### config.mk
export PLATFORM = sky130hd
export DESIGN_NAME = instr_issue_queue
export DESIGN_NICKNAME = d
export VERILOG_FILES = /design/src/rtl/instr_issue_queue.sv
export SDC_FILE = /design/constraint.sdc
export NUM_CORES = 2
export LEC_CHECK = 0
export ABC_CLOCK_PERIOD_IN_PS = 14600
export BUFFER_PORTS_ARGS = -buffer_cell sky130_fd_sc_hd__buf_2
export CORE_MARGIN = 4
export CORE_UTILIZATION = 55
export CTS_CLUSTER_SIZE = 14
export DETAILED_ROUTE_END_ITERATION = 12
export GPL_TIMING_DRIVEN = 0
export HOLD_SLACK_MARGIN = 0.05
export PLACE_DENSITY = 0.77
export SLEW_MARGIN = 20
export SYNTH_ARGS = -nofsm -noshare
export SYNTH_HDL_FRONTEND = slang
export SYNTH_SLANG_ARGS = --single-unit
### constraint.sdc
create_clock -name i_clock -period 14.6 [get_ports i_clock]
set_clock_uncertainty 0.2 [all_clocks]
set_input_delay 4.38 -clock i_clock [delete_from_list [all_inputs] [get_ports i_clock]]
set_output_delay 4.38 -clock i_clock [all_outputs]
set_load 0.01 [all_outputs]
### src/rtl/instr_issue_queue.sv
// Two-wide in-order issue queue between the Resolver and the Comparators.
// Show-ahead outputs; speculative entries are dropped on mispredict and promoted on commit.
module instr_issue_queue #(
  parameter int DEPTH  = 8,
  parameter int INFO_W = 160
) (
  input  logic                            i_clock,
  input  logic                            i_reset,
  input  logic [1:0]                      i_in_valid,
  input  logic [1:0][INFO_W-1:0]          i_in_info,
  input  logic [1:0]                      i_in_tag,
  output logic                            o_in_ready,
  output logic [1:0]                      o_out_valid,
  output logic [1:0][INFO_W-1:0]          o_out_info,
  output logic [1:0]                      o_out_tag,
  input  logic [1:0]                      i_out_ready,
  input  logic                            i_halt,
  input  logic                            i_clear_tag,
  input  logic                            i_delete_tag,
  input  logic                            i_flush,
  output logic [$clog2(DEPTH+1)-1:0]      o_count,
  output logic                            o_empty,
  output logic                            o_full
);

  localparam int PW = $clog2(DEPTH);
  localparam int CW = $clog2(DEPTH+1);

  logic [INFO_W-1:0] mem_r [DEPTH];
  logic [DEPTH-1:0]  tag_r;
  logic [PW-1:0]     head_r, tail_r;
  logic [CW-1:0]     count_r;

  logic [PW-1:0]     rd1_s, tail_base_s, wr0_s, wr1_s, head_n_s, tail_n_s;
  logic [CW-1:0]     del_off_s, eff_len_s, pops_s, pushes_s, count_n_s;
  logic              del_hit_s, trunc_s, pop0_s, pop1_s, acc0_s, acc1_s;

  // Show-ahead read of the two oldest entries; unused slots read as zero.
  always_comb begin
    rd1_s          = head_r + PW'(1'b1);
    o_in_ready     = (count_r <= CW'(DEPTH-2));
    o_out_valid[0] = (count_r >= CW'(1));
    o_out_valid[1] = (count_r >= CW'(2));
    o_out_info[0]  = o_out_valid[0] ? mem_r[head_r] : {INFO_W{1'b0}};
    o_out_info[1]  = o_out_valid[1] ? mem_r[rd1_s]  : {INFO_W{1'b0}};
    o_out_tag[0]   = o_out_valid[0] ? tag_r[head_r] : 1'b0;
    o_out_tag[1]   = o_out_valid[1] ? tag_r[rd1_s]  : 1'b0;
    o_count        = count_r;
    o_empty        = (count_r == CW'(0));
    o_full         = (count_r == CW'(DEPTH));
  end

  // Locate the oldest tagged entry, then work out pops, pushes and next pointers.
  always_comb begin
    del_hit_s = 1'b0;
    del_off_s = CW'(0);
    for (int i = 0; i < DEPTH; i++) begin
      del_off_s = (!del_hit_s && (CW'(i) < count_r) && tag_r[head_r + PW'(i)]) ? CW'(i) : del_off_s;
      del_hit_s = del_hit_s | ((CW'(i) < count_r) && tag_r[head_r + PW'(i)]);
    end
    trunc_s   = i_delete_tag && del_hit_s;
    eff_len_s = trunc_s ? del_off_s : count_r;
    // Pops may only take entries that survive a same-cycle truncation.
    pop0_s    = o_out_valid[0] && i_out_ready[0] && !i_halt && (eff_len_s >= CW'(1));
    pop1_s    = pop0_s && o_out_valid[1] && i_out_ready[1] && (eff_len_s >= CW'(2));
    acc0_s    = o_in_ready && i_in_valid[0] && !i_flush && !(i_delete_tag && i_in_tag[0]);
    acc1_s    = o_in_ready && i_in_valid[1] && !i_flush && !(i_delete_tag && i_in_tag[1]);
    pops_s    = CW'(pop0_s) + CW'(pop1_s);
    pushes_s  = CW'(acc0_s) + CW'(acc1_s);
    tail_base_s = trunc_s ? (head_r + PW'(del_off_s)) : tail_r;
    wr0_s     = tail_base_s;
    wr1_s     = tail_base_s + PW'(acc0_s);
    if (i_flush) begin
      head_n_s  = PW'(0);
      tail_n_s  = PW'(0);
      count_n_s = CW'(0);
    end else begin
      head_n_s  = head_r + PW'(pops_s);
      tail_n_s  = tail_base_s + PW'(pushes_s);
      count_n_s = eff_len_s - pops_s + pushes_s;
    end
  end

  // Pointer and occupancy registers.
  always_ff @(posedge i_clock or posedge i_reset) begin
    if (i_reset) begin
      head_r  <= PW'(0);
      tail_r  <= PW'(0);
      count_r <= CW'(0);
    end else begin
      head_r  <= head_n_s;
      tail_r  <= tail_n_s;
      count_r <= count_n_s;
    end
  end

  // Speculation tags: commit clears every stored tag, new entries keep their own.
  always_ff @(posedge i_clock or posedge i_reset) begin
    if (i_reset) begin
      tag_r <= {DEPTH{1'b0}};
    end else begin
      if (i_clear_tag && !i_flush && !i_delete_tag) begin
        tag_r <= {DEPTH{1'b0}};
      end
      if (acc0_s) begin
        tag_r[wr0_s] <= i_in_tag[0];
      end
      if (acc1_s) begin
        tag_r[wr1_s] <= i_in_tag[1];
      end
    end
  end

  // Payload storage; slots beyond the tail are don't-care so no reset is needed.
  always_ff @(posedge i_clock) begin
    if (acc0_s) begin
      mem_r[wr0_s] <= i_in_info[0];
    end
    if (acc1_s) begin
      mem_r[wr1_s] <= i_in_info[1];
    end
  end

endmodule

==> impl_results.md <==
- Clock Pin Slew Worst Setup and Hold Paths: 60 ps
- Setup repair after global routing missed its margin: false
- Initial DRT Pass Iterations: 8
- Estimated wirelength of the detail-placed design: 176 mm
- Crit path setup slack, layout: 3990 ps
- Largest net degree at the start of global routing: 40
- Highest fanout seen on the critical path: 10
- Number of endpoints with negative hold slack in the final report: 0
- Internal power: 0.00926 W
- Share of flip-flops with an asynchronous set or reset: 0.0139
- Source-to-sink clock delay at the later pin of the worst-skew pair: 800 ps
- Final antenna-violating net count: 0
- Number of instances in the synthesized netlist: 4826
- H-Tree Depth: 4
- Worst max-slew margin expressed relative to the limit: 0.267
- Total net switching power: 0.00541 W
- DP Worst Slack: 4750 ps
- Startpoint of the most critical setup path: head_r[0]
- Die height: 379 um
- Core area: 0.137 mm^2
- Worst path depth: 10
- Setup fix buffers added after clock tree synthesis: 0
- Number of global-route vias before repair: 53200
- Total grt overflow: 0
- Leakage: 30.0 nW
- Kind of cell with the highest combined delay on the critical path: buffers and inverters
- Buffers plus inverters on the worst setup path: 7
- Syn nets: 5177
- Highest attainable clock frequency: 94.3 MHz
- DIE WIDTH: 379 um
- Crit-path cells: buf_4 > clkbuf_1 > clkbuf_2 > clkbuf_1 > clkbuf_2 > clkbuf_1 > mux4_2 > nand2_1 > a21oi_1 > buf_2
- Crit-path most repeated cell: sky130_fd_sc_hd__clkbuf_1
- 1st-iter DRT viols: 6918
- Count of distinct cell types in the synthesized netlist: 70
- Number of primary I/O pins: 663
- Worst hold path class: reg -> reg
- Total of warnings raised by yosys: 0
- Setup slack of the most critical reg-to-reg path: 6850 ps
- Delay of the slowest cell on the worst path: 860 ps
- Vias post-DR: 53100
- Mean cell area of the mapped netlist: 15.7 um^2
- Combinational group share of total power: 0.420
- Cell Rows: 136
- Post-synthesis to final-layout area growth: 16.5%
- First-pass GRT wire length: 366 mm
- Per-cell via count in the routed design: 6.88
- Number of buffers created by CTS: 145
- Hold Slack: 521 ps
- Flop and latch count out of synthesis: 1298
- Data required time of the worst path: 10020 ps
- Post-route fraction of the period consumed by the critical path: 0.727
- Worst reg2reg path endpoint: mem_r[1][76]
- Termination of the worst setup path: o_out_info[99]
- Root Buffer Master: sky130_fd_sc_hd__clkbuf_16
- Routed wire length per instance: 33.5 um
- PwrDens: 166 mW/mm^2
- Max rail drop VDD: 0.000137 V
- Outcome: complete, no violations
- Sequential area share after synthesis: 0.512
- Power share of the sequential group: 0.339
- WL final: 258 mm
- Transition time at the pin with the least slew margin: 1100 ps
- Slowest cell on the critical path: sky130_fd_sc_hd__clkbuf_1
- Quantity of I/O buffers inserted on ports: 660
- Switching Share: 0.369
- Worst reg2reg path startpoint: head_r[1]
- Total track usage: 0.354
- Post-layout min period: 10610 ps
- Type of element capturing the critical path: primary output
- Cell depth of the worst flop-to-flop path: 23
- Initial core utilization: 0.553
- Max Buffers Root-to-Sink: 3
- Arrival time of the worst setup path: 6030 ps
- Post-layout total power: 0.0147 W
- TritonCTS clock tree: done
- Number of nets in the finished design: 6066
- Count of flip-flops with a built-in enable after synthesis: 1280
- Category of the worst setup path launch point: flip-flop
- Number of antenna violations at the first check in global routing: 112
- Count of endpoints failing setup in the final report: 0
- DIE AREA: 0.144 mm^2
- Post-cts repair resize count: 0
- Max-cap viol count: 0
- Cell area after synthesis: 0.0759 mm^2
- Max-slew violation total from the final report: 0
- Critical path class: reg -> out
- Most frequently used flop master after synthesis: sky130_fd_sc_hd__edfxtp_1
- Number of sinks on the clock net: 1298
- Final core utilization: 0.644
- Total DRC errors in the routed layout: 0
- Final weighted congestion in routability-driven placement: 0.885
- Number of buffers inserted for hold repair after clock tree synthesis: 0
- Part of the total power dissipated in the clock network: 0.241
- Share of cells above drive strength 1: 0.470
-- kinds of logic (layout without fill, tap and decap cells) --
group,after synthesis,after routing,share of synthesized area
other cells,0,97,0
buf+inv,423,1419,0.0278
mux,1938,1938,0.387
flops,1298,1298,0.512
xor+xnor,8,8,0.000923
simple gates,742,742,0.0390
compound gates,398,398,0.0290
fa+ha+maj,19,19,0.00363
-- worst reg2reg max path, stage by stage (launching register included) --
cell and delay [ps]:
sky130_fd_sc_hd__dfrtp_1 370, sky130_fd_sc_hd__buf_2 220, sky130_fd_sc_hd__inv_1 190, sky130_fd_sc_hd__ha_1 410
sky130_fd_sc_hd__buf_2 310, sky130_fd_sc_hd__mux2_2 370, sky130_fd_sc_hd__o311ai_1 610, sky130_fd_sc_hd__o31ai_1 120
sky130_fd_sc_hd__a21boi_0 200, sky130_fd_sc_hd__o21ai_0 150, sky130_fd_sc_hd__ha_1 200, sky130_fd_sc_hd__inv_1 70
sky130_fd_sc_hd__fa_1 440, sky130_fd_sc_hd__o211ai_1 160, sky130_fd_sc_hd__o21a_1 220, sky130_fd_sc_hd__ha_1 280
sky130_fd_sc_hd__nand3b_1 330, sky130_fd_sc_hd__nor3_4 690, sky130_fd_sc_hd__buf_6 380, sky130_fd_sc_hd__buf_6 260
sky130_fd_sc_hd__a31o_4 320, sky130_fd_sc_hd__buf_12 280, sky130_fd_sc_hd__buf_16 280, sky130_fd_sc_hd__buf_12 330
-- layer usage --
| metal | up-vias | GRT usage | wire [um] |
|---|---|---|---|
| met4 | 52 | 0.202 | 15600 |
| met1 | 26900 | 0.435 | 87000 |
| met5 | - | 0 | 356 |
| met2 | 3964 | 0.551 | 121000 |
| li1 | 21400 | - | - |
| met3 | 819 | 0.121 | 34400 |
-- cell usage after synthesis, types with 14 or more instances --
master	n	share of area
sky130_fd_sc_hd__mux4_2	646	0.19
sky130_fd_sc_hd__mux2_4	78	0.015
sky130_fd_sc_hd__edfxtp_1	1280	0.51
sky130_fd_sc_hd__o21ai_0	14	0.00092
sky130_fd_sc_hd__buf_1	82	0.0041
sky130_fd_sc_hd__buf_6	40	0.0059
sky130_fd_sc_hd__mux2_1	333	0.049
sky130_fd_sc_hd__a21oi_1	325	0.021
sky130_fd_sc_hd__ha_1	14	0.0023
sky130_fd_sc_hd__dfrtp_1	18	0.0059
sky130_fd_sc_hd__nand2_1	667	0.033
sky130_fd_sc_hd__buf_4	35	0.0035
sky130_fd_sc_hd__clkbuf_1	172	0.0085
sky130_fd_sc_hd__mux2_2	872	0.13
sky130_fd_sc_hd__inv_1	21	0.0010
sky130_fd_sc_hd__buf_2	71	0.0047
sky130_fd_sc_hd__nor2_1	18	0.00089
-- flip-flops by register name, summed over array words and instances, names as in the netlist --
register,cells
head_r,3
mem_r,1280
o_count,4
tag_r,8
tail_r,3
-- how the worst min path moves through the flow --
stage                    end  cells past startpoint  slack, ps      from
global route        tag_r[7]                      2        550  tag_r[7]
floorplan           tag_r[2]                      2        410  tag_r[2]
detailed placement  tag_r[7]                      2        500  tag_r[7]
CTS                 tag_r[7]                      2        510  tag_r[7]
finish              tag_r[7]                      2        520  tag_r[7]
global placement    tag_r[4]                      2        490  tag_r[4]
-- placed cells by master (no fill, tap or decap), types with 9 or more instances in the layout --
| cell | instances |
|---|---|
| sky130_fd_sc_hd__a21oi_1 | 325 |
| sky130_fd_sc_hd__a31oi_1 | 10 |
| sky130_fd_sc_hd__buf_1 | 61 |
| sky130_fd_sc_hd__buf_12 | 18 |
| sky130_fd_sc_hd__buf_16 | 58 |
| sky130_fd_sc_hd__buf_2 | 733 |
| sky130_fd_sc_hd__buf_4 | 36 |
| sky130_fd_sc_hd__buf_6 | 43 |
| sky130_fd_sc_hd__clkbuf_1 | 184 |
| sky130_fd_sc_hd__clkbuf_16 | 145 |
| sky130_fd_sc_hd__clkbuf_2 | 38 |
| sky130_fd_sc_hd__clkinv_1 | 40 |
| sky130_fd_sc_hd__clkinv_2 | 12 |
| sky130_fd_sc_hd__dfrtp_1 | 18 |
| sky130_fd_sc_hd__diode_2 | 97 |
| sky130_fd_sc_hd__edfxtp_1 | 1280 |
| sky130_fd_sc_hd__ha_1 | 14 |
| sky130_fd_sc_hd__inv_1 | 21 |
| sky130_fd_sc_hd__mux2_1 | 333 |
| sky130_fd_sc_hd__mux2_2 | 872 |
| sky130_fd_sc_hd__mux2_4 | 78 |
| sky130_fd_sc_hd__mux4_2 | 646 |
| sky130_fd_sc_hd__nand2_1 | 666 |
| sky130_fd_sc_hd__nand3_1 | 10 |
| sky130_fd_sc_hd__nor2_1 | 18 |
| sky130_fd_sc_hd__nor2b_1 | 10 |
| sky130_fd_sc_hd__o21ai_0 | 9 |
-- layout make-up --
cell class              instances  area [um^2]
repair buffers                742         5330
flip-flops and latches       1298        38900
diodes                         97          243
fillers                      9762        48900
inverters                      23         86.3
well taps                    1794         2240
clock inverters                78          762
multi-input cells            3105        35000
clock buffers                 176         3740
plain buffers                 400         2070
-- per-stage QoR --
step	std cells	cell area, um^2	TNS [ps]
floorplan	4826	75900	-1506530
global placement	7280	81400	-
detailed placement	7360	83600	0
CTS	7614	88100	0
global route	7666	88300	0
finish	7713	88400	0
-- power by group through the flow --
stage | sequential [W] | combinational (W) | clock, W
finish | 0.00497 | 0.00616 | 0.00353
global route | 0.00501 | 0.00642 | 0.00371
CTS | 0.00496 | 0.00606 | 0.00354
detailed placement | 0.00503 | 0.00602 | 0
global placement | 0.00537 | 0.00566 | 0
floorplan | 0.00511 | 0.00357 | 0
(Power assumes the default switching activity.)
